`src/rtl/keypad_scanner.sv`:
```
// Purpose : 4x4 matrix keypad column scanner with row synchronizer, press/release debounce and key strobe.
// Latency : press accepted 2 clk (sync) + DEBOUNCE_TICKS scan ticks after it is stable at the driven column.
// Backpr. : none; new_key is a one-cycle strobe and the decoder must take it when it is high.
// Optional: define KEYPAD_AUTOREPEAT_EN to re-strobe new_key every REPEAT_TICKS ticks while a key is held.
module keypad_scanner #(
    parameter int SCAN_DIV       = 50000,
    parameter int DEBOUNCE_TICKS = 20,
    parameter int REPEAT_TICKS   = 50
) (
    input  logic       clk,
    input  logic       reset,
    input  logic [3:0] row_in,
    output logic [3:0] col_out,
    output logic [3:0] scan_row,
    output logic [3:0] scan_col,
    output logic       new_key,
    output logic       key_held
);

    localparam int CW = $clog2(SCAN_DIV);
    localparam int DW = $clog2(DEBOUNCE_TICKS + 1);
    localparam logic [CW-1:0] DIV_LAST = CW'(SCAN_DIV - 1);
    localparam logic [DW-1:0] DBC_MAX  = DW'(DEBOUNCE_TICKS);
    // A single matching tick is enough: accept/release on the detecting tick itself.
    localparam bit ONE_TICK = (DEBOUNCE_TICKS == 1);

    typedef enum logic [1:0] {
        SCAN     = 2'd0,
        DEBOUNCE = 2'd1,
        HELD     = 2'd2,
        RELEASE  = 2'd3
    } state_t;

    state_t        state_q;
    logic [3:0]    row_m_q;
    logic [3:0]    row_s_q;
    logic [CW-1:0] div_q;
    logic [CW-1:0] div_d;
    logic [DW-1:0] dbc_q;
    logic [DW-1:0] dbc_inc;
    logic [3:0]    cap_row_q;
    logic [3:0]    col_q;
    logic [3:0]    col_rot;
    logic [3:0]    scan_row_q;
    logic [3:0]    scan_col_q;
    logic          new_key_q;
    logic          key_held_q;
    logic          tick;
    logic [3:0]    row_low;
    logic          valid_press;
    logic          row_idle;
    logic          row_same;

`ifdef KEYPAD_AUTOREPEAT_EN
    localparam int RW = $clog2(REPEAT_TICKS + 1);
    localparam logic [RW-1:0] REP_MAX = RW'(REPEAT_TICKS);
    logic [RW-1:0] rep_q;
    logic [RW-1:0] rep_inc;
    assign rep_inc = rep_q + RW'(1);
`else
    logic unused_repeat_cfg;
    assign unused_repeat_cfg = ^REPEAT_TICKS;
`endif

    assign tick        = (div_q == DIV_LAST);
    assign div_d       = tick ? '0 : div_q + CW'(1);
    assign dbc_inc     = (dbc_q == DBC_MAX) ? dbc_q : dbc_q + DW'(1);
    assign col_rot     = {col_q[2:0], col_q[3]};
    assign row_low     = ~row_s_q;
    assign valid_press = (row_low != 4'b0000) && ((row_low & (row_low - 4'd1)) == 4'b0000);
    assign row_idle    = (row_s_q == 4'b1111);
    assign row_same    = (row_s_q == cap_row_q);

    // Two-flop synchronizer for the asynchronous, pulled-up row lines.
    always_ff @(posedge clk or posedge reset) begin
        if (reset) begin
            row_m_q <= 4'b1111;
            row_s_q <= 4'b1111;
        end else begin
            row_m_q <= row_in;
            row_s_q <= row_m_q;
        end
    end

    // Free-running scan prescaler; tick is high for the last count of each period.
    always_ff @(posedge clk or posedge reset) begin
        if (reset) begin
            div_q <= '0;
        end else begin
            div_q <= div_d;
        end
    end

    // Scan/debounce/hold/release FSM; every decision is taken on tick, all outputs registered.
    always_ff @(posedge clk or posedge reset) begin
        if (reset) begin
            state_q    <= SCAN;
            col_q      <= 4'b1110;
            cap_row_q  <= 4'b1111;
            dbc_q      <= '0;
            scan_row_q <= 4'b1111;
            scan_col_q <= 4'b1111;
            new_key_q  <= 1'b0;
            key_held_q <= 1'b0;
`ifdef KEYPAD_AUTOREPEAT_EN
            rep_q      <= '0;
`endif
        end else begin
            new_key_q <= 1'b0;
            if (tick) begin
                case (state_q)
                    SCAN: begin
                        if (valid_press) begin
                            // Column stays frozen on the one that produced the press.
                            cap_row_q <= row_s_q;
                            dbc_q     <= DW'(1);
                            if (ONE_TICK) begin
                                scan_row_q <= row_s_q;
                                scan_col_q <= col_q;
                                new_key_q  <= 1'b1;
                                key_held_q <= 1'b1;
                                state_q    <= HELD;
                            end else begin
                                state_q <= DEBOUNCE;
                            end
                        end else begin
                            col_q <= col_rot;
                        end
                    end
                    DEBOUNCE: begin
                        if (row_same) begin
                            dbc_q <= dbc_inc;
                            if (dbc_inc == DBC_MAX) begin
                                scan_row_q <= cap_row_q;
                                scan_col_q <= col_q;
                                new_key_q  <= 1'b1;
                                key_held_q <= 1'b1;
                                state_q    <= HELD;
                            end
                        end else begin
                            dbc_q   <= '0;
                            col_q   <= col_rot;
                            state_q <= SCAN;
                        end
                    end
                    HELD: begin
                        if (row_idle) begin
`ifdef KEYPAD_AUTOREPEAT_EN
                            rep_q <= '0;
`endif
                            if (ONE_TICK) begin
                                dbc_q      <= '0;
                                key_held_q <= 1'b0;
                                col_q      <= col_rot;
                                state_q    <= SCAN;
                            end else begin
                                dbc_q   <= DW'(1);
                                state_q <= RELEASE;
                            end
                        end else begin
`ifdef KEYPAD_AUTOREPEAT_EN
                            // Extra keys are ignored; the repeat timer keeps running while held.
                            if (rep_inc == REP_MAX) begin
                                rep_q     <= '0;
                                new_key_q <= 1'b1;
                            end else begin
                                rep_q <= rep_inc;
                            end
`endif
                        end
                    end
                    RELEASE: begin
                        if (row_idle) begin
                            dbc_q <= dbc_inc;
                            if (dbc_inc == DBC_MAX) begin
                                dbc_q      <= '0;
                                key_held_q <= 1'b0;
                                col_q      <= col_rot;
                                state_q    <= SCAN;
                            end
                        end else if (row_same) begin
                            // Contact bounce: back to held without a new strobe.
                            dbc_q   <= '0;
                            state_q <= HELD;
                        end else begin
                            dbc_q <= '0;
                        end
                    end
                    default: begin
                        state_q <= SCAN;
                    end
                endcase
            end
        end
    end

    assign col_out  = col_q;
    assign scan_row = scan_row_q;
    assign scan_col = scan_col_q;
    assign new_key  = new_key_q;
    assign key_held = key_held_q;

endmodule

```
`config.mk`:
```
export PLATFORM = sky130hd
export DESIGN_NAME = keypad_scanner
export DESIGN_NICKNAME = d
export VERILOG_FILES = /design/src/rtl/keypad_scanner.sv
export SDC_FILE = /design/constraint.sdc
export NUM_CORES = 1
export LEC_CHECK = 0
export CAP_MARGIN = 5
export CORE_MARGIN = 10
export CORE_UTILIZATION = 52
export DETAILED_ROUTE_END_ITERATION = 6
export GPL_ROUTABILITY_DRIVEN = 0
export HOLD_SLACK_MARGIN = 0.02
export PLACE_DENSITY = 0.73
export SYNTH_ARGS = -nofsm -noshare
export SYNTH_HDL_FRONTEND = slang
export SYNTH_SLANG_ARGS = --single-unit
export TNS_END_PERCENT = 20
```
`constraint.sdc`:
```
create_clock -name clk -period 3.7 [get_ports clk]
set_clock_uncertainty 0.05 [all_clocks]
set_input_delay 0.74 -clock clk [delete_from_list [all_inputs] [get_ports clk]]
set_output_delay 0.74 -clock clk [all_outputs]
set_load 0.005 [all_outputs]
```
==> results.py, run 1 <==
metrics = {
    "run_status": {
        "outcome": "complete, no violations",
    },
    "global_routing": {
        "antenna_found_initial": 0,
        "grt.overflow.total": 0,
        "grt_pass1_vias": 1558,
        "grt_use_total": 0.117,
        "grt_pass1_wl_um": 7300,
        "grt_max_degree": 50,
    },
    "sta": {
        "finalSetupTns_ns": 0,
        "setup_viol": 0,
        "rsz0062_at_grt": "false",
        "hold_viol": 0,
        "min_period_ns": 3.03,
        "relSlewSlack": 0.363,
        "fin_crit_sh": 0.819,
        "max_freq_mhz": 330,
        "worst_pin_slew_ns": 0.954,
        "slew_violations": 0,
    },
    "routing": {
        "wirelength_um": 4000,
        "wl_per_cell_um": 14.4,
        "ant_nets": 0,
        "met2WireLength_um": 1880,
        "drt-vias-per-instance": 5.45,
        "met3WireLength_um": 124,
        "drc": 0,
        "drtIter0Drc": 83,
        "dr.pass1.iters": 4,
        "top_layer": "met4",
        "wl_met1_um": 1960,
        "vias": 1509,
    },
    "worst_hold_path": {
        "min_from": "row_m_q[1]",
        "hold_depth": 0,
        "worst_hold_path.endpoint": "row_s_q[1]",
        "min_path_type": "flip-flop to flip-flop",
    },
    "finish": {
        "design_area_sq_um": 2650,
        "area_delta_synth_final_pct": 13.8,
        "mostFrequentLayoutCells": "dfrtp_1 (26), dfstp_2 (23), clkdlybuf4s50_1 (19)",
        "antennaDiodeCount": 0,
        "drive_gt1_frac": 0.209,
        "layout_commonest_cell": "dfrtp_1",
        "final_core_util": 0.608,
        "fill_cells": 340,
        "fin_cells": 277,
        "fin_nets": 233,
    },
    "clock_network": {
        "cts_resized": 0,
        "cts_max_level": 2,
        "cts_buffer_depth": 2,
        "clkTransAtPathRegs_ns": 0.09,
        "tritoncts": "yes",
        "clock_tree.root_cell": "clkbuf_8",
        "clkLatencyLatePin_ns": 0.29,
        "numCtsBuffers": 5,
        "cts_setup_buffers": 0,
        "cts.sinks": 49,
        "ctsHoldBuffers": 0,
    },
    "worst_setup_path": {
        "reg2reg_to": "scan_col[2]",
        "r2r_cells": 8,
        "reg2reg_slack_ns": 0.67,
        "startpoint_type": "flip-flop",
        "cp-end-kind": "flip-flop",
        "cp_max_fo": 8,
        "arrival_ns": 3.21,
        "critical_path_class": "flip-flop to flip-flop",
        "r2r_start": "dbc_q[0]",
        "crit_required_ns": 3.88,
    },
    "logic_synthesis": {
        "synth-seq-cells": 49,
        "synth_area_sq_um": 2330,
        "ys_types": 45,
        "yosysTopAreaCell": "dfrtp_1",
        "synth-edff-count": 0,
        "synthArstFlopShare": 1.00,
        "ys_warn_count": 0,
        "syn_inst": 202,
        "synth_top_area_share": 0.280,
        "synthTopCellsByArea": "dfrtp_1 (28%), dfstp_2 (26%), xor2_1 (4.9%)",
        "synth_nets": 211,
        "syn_area_per_cell_sq_um": 11.5,
        "synthFlopType": "dfrtp_1",
        "ys_seq_area_frac": 0.539,
    },
    "die": {
        "dieArea_sq_um": 7550,
        "die_h_um": 86.9,
        "ios": 20,
        "initial_core_util": 0.534,
        "dieWidth_um": 86.9,
        "core_sq_um": 4350,
        "placementRows": 24,
    },
    "place": {
        "hpwl_um": 2970,
        "dpl_cell_area_sq_um": 2570,
        "dpl.cell_count": 269,
        "portBuffers": 19,
    },
    "flow_run": {
        "drv_cap": 0,
    },
    "power_and_ir_drop": {
        "p_leak_nw": 1.14,
        "pwr_density_cell_nw_per_um2": 330,
        "ir_drop_v": 0.000309,
    },
}
through the flow:
stage / hold WS [ns] / power (W) / worst slack (ns)
final: 0.311 / 0.000873 / 0.670
after global routing: 0.313 / 0.000907 / 0.421
after CTS: 0.309 / 0.000880 / 0.672
after detailed placement: 0.297 / 0.000585 / 0.684
after global placement: 0.296 / 0.000584 / 0.779
after floorplan: 0.295 / 0.000574 / 1.29
sequential cells by signal (all words and copies together), names as in the netlist, 2 cells and up:
name,cells
row_s_q,4
scan_col,4
scan_row,4
col_out,4
div_q,16
dbc_q,5
row_m_q,4
state_q,2
cap_row_q,4
routing by layer:
layer | vias to the layer above | global-route usage
li1 | 758 | -
met3 | 2 | 0.0309
met4 | 0 | 0.0309
met5 | - | 0
met2 | 14 | 0.181
met1 | 735 | 0.156
worst max-delay path: stages, from the launching register on:
cell	delay (ns)
dfrtp_1	0.42
inv_1	0.11
ha_1	0.19
nand4b_1	0.21
mux2i_1	0.22
nor4_4	0.45
nor2b_1	0.25
nor2b_1	0.66
mux2_2	0.41
cell usage after synthesis, types with 4 or more instances:
| master | n |
|---|---|
| a211oi_1 | 4 |
| a21oi_1 | 10 |
| dfrtp_1 | 26 |
| dfstp_2 | 23 |
| inv_1 | 6 |
| mux2_1 | 7 |
| mux2_2 | 10 |
| nand2_1 | 13 |
| nand3_1 | 11 |
| nor2_1 | 14 |
| nor2b_1 | 5 |
| o21ai_0 | 7 |
| xnor2_1 | 6 |
| xor2_1 | 13 |
cell families (layout without fill, tap and decap cells):
kind of cell	Yosys count	in the layout	share of synthesized area
flip-flops	49	49	0.539
adder cells (fa/ha/maj)	3	3	0.0161
AND/OR/NAND/NOR	70	70	0.177
XOR/XNOR	19	19	0.0715
buffers and inverters	11	34	0.0199
AO/OA/AOI/OAI	29	29	0.0747
multiplexers	21	21	0.102
worst max path at each step:
stage                  start     endpoint  cells past startpoint  slack (ns)
floorplan           dbc_q[0]  scan_col[0]                      9        1.29
global placement    dbc_q[0]  scan_col[3]                      8        0.78
detailed placement  dbc_q[0]  scan_col[2]                      8        0.68
CTS                 dbc_q[0]  scan_col[2]                      8        0.67
global route        dbc_q[0]  scan_col[2]                      8        0.42
finish              dbc_q[0]  scan_col[2]                      8        0.67
power breakdown:
group	leakage [nW]	internal, W	switching, W	total, W
clock	0.0422	0.000133	0.000165	0.000298
combinational	0.509	0.0000101	0.0000149	0.0000250
sequential	0.588	0.000544	0.00000495	0.000549
final cells by class:
class,count,area (sq um),area share
clock inverter,1,5.00,0.00189
tap,52,65.1,0.0246
timing repair buffer,20,198,0.0747
multi-input combinational,142,1030,0.388
clock buffer,7,76.3,0.0288
sequential,49,1250,0.474
inverter,6,22.5,0.00851
Power figures use the tool's default switching activity.
==> run 2: changes to the inputs <==
==> constraint.sdc (replaced) <==
create_clock -name clk -period 2.9 [get_ports clk]
set_clock_uncertainty 0.05 [all_clocks]
set_input_delay 0.58 -clock clk [delete_from_list [all_inputs] [get_ports clk]]
set_output_delay 0.58 -clock clk [all_outputs]
set_load 0.005 [all_outputs]
==> run 2 against run 1 <==
Clock-buffer cell count shrank 1. Setup slack lost 0.39 ns. First-iteration DRC count grew 4.8%. Final area grew 1.0%. Final cell count grew 1.1%. Critical endpoint is now col_out[0]. Total power grew 29%.
==> results.py, run 2 (synthesis gave the netlist of run 1 again) <==
metrics = {
    "run_status": {
        "outcome": "complete, no violations",
    },
    "power_and_ir_drop": {
        "p_comb_frac": 0.030,
        "p_sw_frac": 0.219,
        "p_seq_frac": 0.622,
        "intPower_w": 0.000880,
        "pwr_density_cell_nw_per_um2": 421,
        "totalPowerFinal_w": 0.00113,
        "p_leak_nw": 1.16,
        "clockPowerShare": 0.348,
        "ir_drop_v": 0.000336,
        "p_sw_w": 0.000247,
    },
    "routing": {
        "drt-vias-per-instance": 5.53,
        "drc": 0,
        "wirelength_um": 4020,
        "dr.pass1.iters": 4,
        "wl_per_cell_um": 14.4,
        "drtIter0Drc": 87,
        "ant_nets": 0,
        "vias": 1548,
    },
    "worst_setup_path": {
        "reg2reg_to": "col_out[0]",
        "arrival_ns": 2.75,
        "cp_max_fo": 7,
        "startpoint_type": "flip-flop",
        "r2r_start": "dbc_q[0]",
        "critical_path_class": "flip-flop to flip-flop",
        "crit_required_ns": 3.03,
        "cp-end-kind": "flip-flop",
        "r2r_cells": 9,
        "reg2reg_slack_ns": 0.28,
    },
    "finish": {
        "antennaDiodeCount": 0,
        "fill_cells": 346,
        "top_regs": "div_q (16), dbc_q (5)",
        "drive_gt1_frac": 0.224,
        "layout_commonest_cell": "dfrtp_1",
        "largest_reg_flops": 16,
        "seq_area_sq_um": 1250,
        "multiInputGateArea_sq_um": 1030,
        "top_register": "div_q",
        "mostFrequentLayoutCells": "dfrtp_1 (26), dfstp_2 (23), clkdlybuf4s50_1 (19)",
        "area_delta_synth_final_pct": 14.9,
        "design_area_sq_um": 2680,
        "fin_nets": 236,
    },
    "die": {
        "dieWidth_um": 86.9,
        "die_h_um": 86.9,
        "ios": 20,
        "core_sq_um": 4350,
        "initial_core_util": 0.534,
        "dieArea_sq_um": 7550,
        "placementRows": 24,
    },
    "clock_network": {
        "ctsHoldBuffers": 0,
        "tritoncts": "yes",
        "cts_setup_buffers": 0,
        "clkLatencyLatePin_ns": 0.30,
        "clkTransAtPathRegs_ns": 0.09,
        "cts_resized": 0,
        "cts.sinks": 49,
        "clock_tree.root_cell": "clkbuf_8",
        "cts_max_level": 2,
        "numCtsBuffers": 5,
        "cts_buffer_depth": 2,
    },
    "flow_run": {
        "drv_cap": 0,
    },
    "worst_hold_path": {
        "min_from": "row_m_q[2]",
        "worst_hold_path.endpoint": "row_s_q[2]",
        "hold_depth": 0,
        "min_path_type": "flip-flop to flip-flop",
    },
    "global_routing": {
        "grt_use_total": 0.116,
        "grt_pass1_vias": 1567,
        "grt_max_degree": 50,
        "grt.overflow.total": 0,
        "antenna_found_initial": 0,
        "grt_pass1_wl_um": 7260,
    },
    "sta": {
        "max_freq_mhz": 382,
        "worst_pin_slew_ns": 0.849,
        "fin_crit_sh": 0.902,
        "relSlewSlack": 0.429,
        "hold_viol": 0,
        "finalSetupTns_ns": 0,
        "slew_violations": 0,
        "setup_viol": 0,
        "min_period_ns": 2.62,
        "rsz0062_at_grt": "false",
    },
    "place": {
        "portBuffers": 19,
        "hpwl_um": 2880,
        "dpl_cell_area_sq_um": 2590,
    },
}
[run 2: how the worst max path moves through the flow]
| stage | endpoint | cells after the start | start | slack, ns |
|---|---|---|---|---|
| after floorplan | scan_col[0] | 9 | dbc_q[0] | 0.49 |
| after global placement | col_out[0] | 9 | dbc_q[0] | 0.32 |
| after detailed placement | col_out[0] | 9 | dbc_q[0] | 0.33 |
| after CTS | col_out[0] | 9 | dbc_q[0] | 0.30 |
| after global routing | col_out[0] | 9 | dbc_q[0] | 0.19 |
| final | col_out[0] | 9 | dbc_q[0] | 0.28 |
[run 2: power by group through the flow]
stage                     combinational, W  clock, W  sequential [W]
after CTS                        0.0000351  0.000401        0.000700
after detailed placement         0.0000347         0        0.000713
after global routing             0.0000390  0.000445        0.000702
after floorplan                  0.0000227         0        0.000710
final                            0.0000338  0.000393        0.000701
after global placement           0.0000343         0        0.000712
[run 2: layer usage]
layer,track usage,vias up,part of all wire
li1,-,758,-
met1,0.146,760,0.47
met2,0.188,25,0.48
met3,0.0346,5,0.041
met4,0.0324,0,0.0095
met5,0,-,0
[run 2: layout make-up]
type	count	area share
timing repair buffer	23	0.0823
clock buffer	6	0.0271
multi-input combinational	142	0.384
clock inverter	2	0.00514
tap	52	0.0243
sequential	49	0.469
inverter	6	0.00842
[run 2: through the flow]
step | hold slack (ns) | cells | setup WS, ns | utilization
floorplan | 0.295 | 202 | 0.491 | -
global placement | 0.296 | 272 | 0.319 | 0.595
detailed placement | 0.297 | 272 | 0.329 | 0.595
CTS | 0.305 | 280 | 0.303 | 0.614
global route | 0.314 | 280 | 0.193 | 0.614
finish | 0.306 | 280 | 0.285 | 0.614
[run 2: worst max-delay path, stage by stage (launching register included)]
cell	delay, ns
dfrtp_1	0.43
inv_1	0.13
ha_1	0.20
nand4b_1	0.22
mux2i_1	0.22
nor4_4	0.30
buf_4	0.19
a21oi_1	0.07
or3_4	0.37
mux2_1	0.32
==> run 3: changes to the inputs <==
--- a/config.mk
+++ b/config.mk
@@ -12,6 +12,7 @@
 export GPL_ROUTABILITY_DRIVEN = 0
 export HOLD_SLACK_MARGIN = 0.02
 export PLACE_DENSITY = 0.73
+export RECOVER_POWER = 50
 export SYNTH_ARGS = -nofsm -noshare
 export SYNTH_HDL_FRONTEND = slang
 export SYNTH_SLANG_ARGS = --single-unit
==> run 3 against run 2 <==
Routed wire length is essentially flat. First-iteration DRC count did not move. Clock-buffer cell count is the same. Clock power barely moved. Highest routed layer unchanged. Combinational power shrank 6%. Die area is the same. Flip-flop and latch count unchanged. Largest power group unchanged. Sequential power about the same. Global-route usage unchanged. Register-to-register slack is essentially flat. Final cell count unchanged.
==> results.py, run 3 (synthesis gave the netlist of run 1 again) <==
metrics = {
    "run_status": {
        "outcome": "complete, no violations",
    },
    "finish": {
        "antennaDiodeCount": 0,
        "fin_nets": 236,
        "largest_reg_flops": 16,
        "design_area_sq_um": 2670,
        "top_register": "div_q",
        "fin_cells": 280,
        "drive_gt1_frac": 0.219,
        "area_delta_synth_final_pct": 14.8,
        "layout_commonest_cell": "dfrtp_1",
        "final_core_util": 0.614,
        "mostFrequentLayoutCells": "dfrtp_1 (26), dfstp_2 (23), nor2_1 (14), clkdlybuf4s50_1 (14)",
        "top_regs": "div_q (16), dbc_q (5)",
    },
    "clock_network": {
        "clkLatencyLatePin_ns": 0.30,
        "clkTransAtPathRegs_ns": 0.09,
        "tritoncts": "yes",
        "cts_max_level": 2,
        "ctsHoldBuffers": 0,
        "cts_setup_buffers": 0,
        "cts_resized": 0,
        "cts_buffer_depth": 2,
        "cts.sinks": 49,
        "clock_tree.root_cell": "clkbuf_8",
        "numCtsBuffers": 5,
    },
    "worst_setup_path": {
        "critical_path_class": "flip-flop to flip-flop",
        "slowest_delay_ns": 0.43,
        "crit_required_ns": 3.03,
        "cp_max_fo": 7,
        "crit_buf_inv": 2,
        "cp-startpoint": "dbc_q[0]",
        "cp_cell_sequence": "inv_1 > ha_1 > nand4b_1 > mux2i_1 > nor4_4 > buf_4 > a21oi_1 > or3_4 > mux2_1",
        "crit_family": "simple AND/OR/NAND/NOR gates",
        "startpoint_type": "flip-flop",
        "cp-end-kind": "flip-flop",
        "crit_slowest_cell": "dfrtp_1",
        "r2r_start": "dbc_q[0]",
        "arrival_ns": 2.75,
    },
    "routing": {
        "wirelength_um": 4020,
        "drt-vias-per-instance": 5.53,
        "ant_nets": 0,
        "wl_met1_um": 1870,
        "top_layer": "met4",
        "drtIter0Drc": 87,
        "dr.pass1.iters": 4,
        "vias": 1548,
        "met3WireLength_um": 163,
        "wl_per_cell_um": 14.3,
        "drc": 0,
        "met2WireLength_um": 1950,
    },
    "die": {
        "initial_core_util": 0.534,
        "core_sq_um": 4350,
        "ios": 20,
        "dieWidth_um": 86.9,
        "placementRows": 24,
        "die_h_um": 86.9,
        "dieArea_sq_um": 7550,
    },
    "worst_hold_path": {
        "min_from": "row_m_q[2]",
        "min_path_type": "flip-flop to flip-flop",
    },
    "global_routing": {
        "grt_pass1_vias": 1567,
        "grt_pass1_wl_um": 7260,
        "grt_use_total": 0.116,
        "antenna_found_initial": 0,
        "grt.overflow.total": 0,
        "grt_max_degree": 50,
    },
    "sta": {
        "max_freq_mhz": 382,
        "relSlewSlack": 0.234,
        "min_period_ns": 2.62,
        "fin_crit_sh": 0.902,
        "setup_viol": 0,
        "hold_viol": 0,
        "slew_violations": 0,
        "worst_pin_slew_ns": 1.15,
        "finalSetupTns_ns": 0,
        "rsz0062_at_grt": "false",
    },
    "power_and_ir_drop": {
        "p_leak_nw": 1.16,
        "pwr_density_cell_nw_per_um2": 421,
        "ir_drop_v": 0.000336,
    },
    "place": {
        "dpl.cell_count": 272,
        "portBuffers": 19,
        "hpwl_um": 2880,
        "dpl_cell_area_sq_um": 2590,
    },
    "flow_run": {
        "drv_cap": 0,
    },
}
[run 3: stage by stage]
step / total power (W) / worst slack [ns] / hold WS (ns)
4_1_cts: 0.00114 / 0.303 / 0.305
6_report: 0.00113 / 0.285 / 0.306
3_3_place_gp: 0.000746 / 0.319 / 0.296
3_5_place_dp: 0.000747 / 0.329 / 0.297
2_1_floorplan: 0.000732 / 0.491 / 0.295
5_1_grt: 0.00118 / 0.193 / 0.314
[run 3: final cells by class]
| cell class | instances | area, sq um |
|---|---|---|
| Clock buffer | 6 | 72.6 |
| Clock inverter | 2 | 13.8 |
| Fill cell | 347 | 1680 |
| Inverter | 6 | 22.5 |
| Multi-Input combinational cell | 142 | 1030 |
| Sequential cell | 49 | 1250 |
| Tap cell | 52 | 65.1 |
| Timing Repair Buffer | 23 | 218 |
[run 3: worst paths after layout]
kind,endpoint,cells past startpoint,slack (ns)
setup reg to reg,col_out[0],9,0.28
hold / removal,row_s_q[2],0,0.31
setup / recovery,col_out[0],9,0.28
max in group asynchronous,div_q[1],3,1.06
min in group asynchronous,col_out[0],3,1.05
hold reg to reg,row_s_q[2],0,0.31
[run 3: metal layers]
metal,track usage,vias to the layer above
met5,0,-
met4,0.0324,0
met3,0.0346,5
met2,0.188,25
met1,0.146,760
li1,-,758
[run 3: power by group]
part	switching, W	internal [W]
combinational	0.0000199	0.0000119
clock	0.000221	0.000172
sequential	0.00000620	0.000694
[run 3: worst register-to-register path: cells and delay by family, from the launching register on]
kind / cells / cell delay, ns
buf+inv: 2 / 0.32
fa+ha+maj: 1 / 0.20
flops: 1 / 0.43
simple gates: 3 / 0.89
compound gates: 1 / 0.07
mux: 2 / 0.54
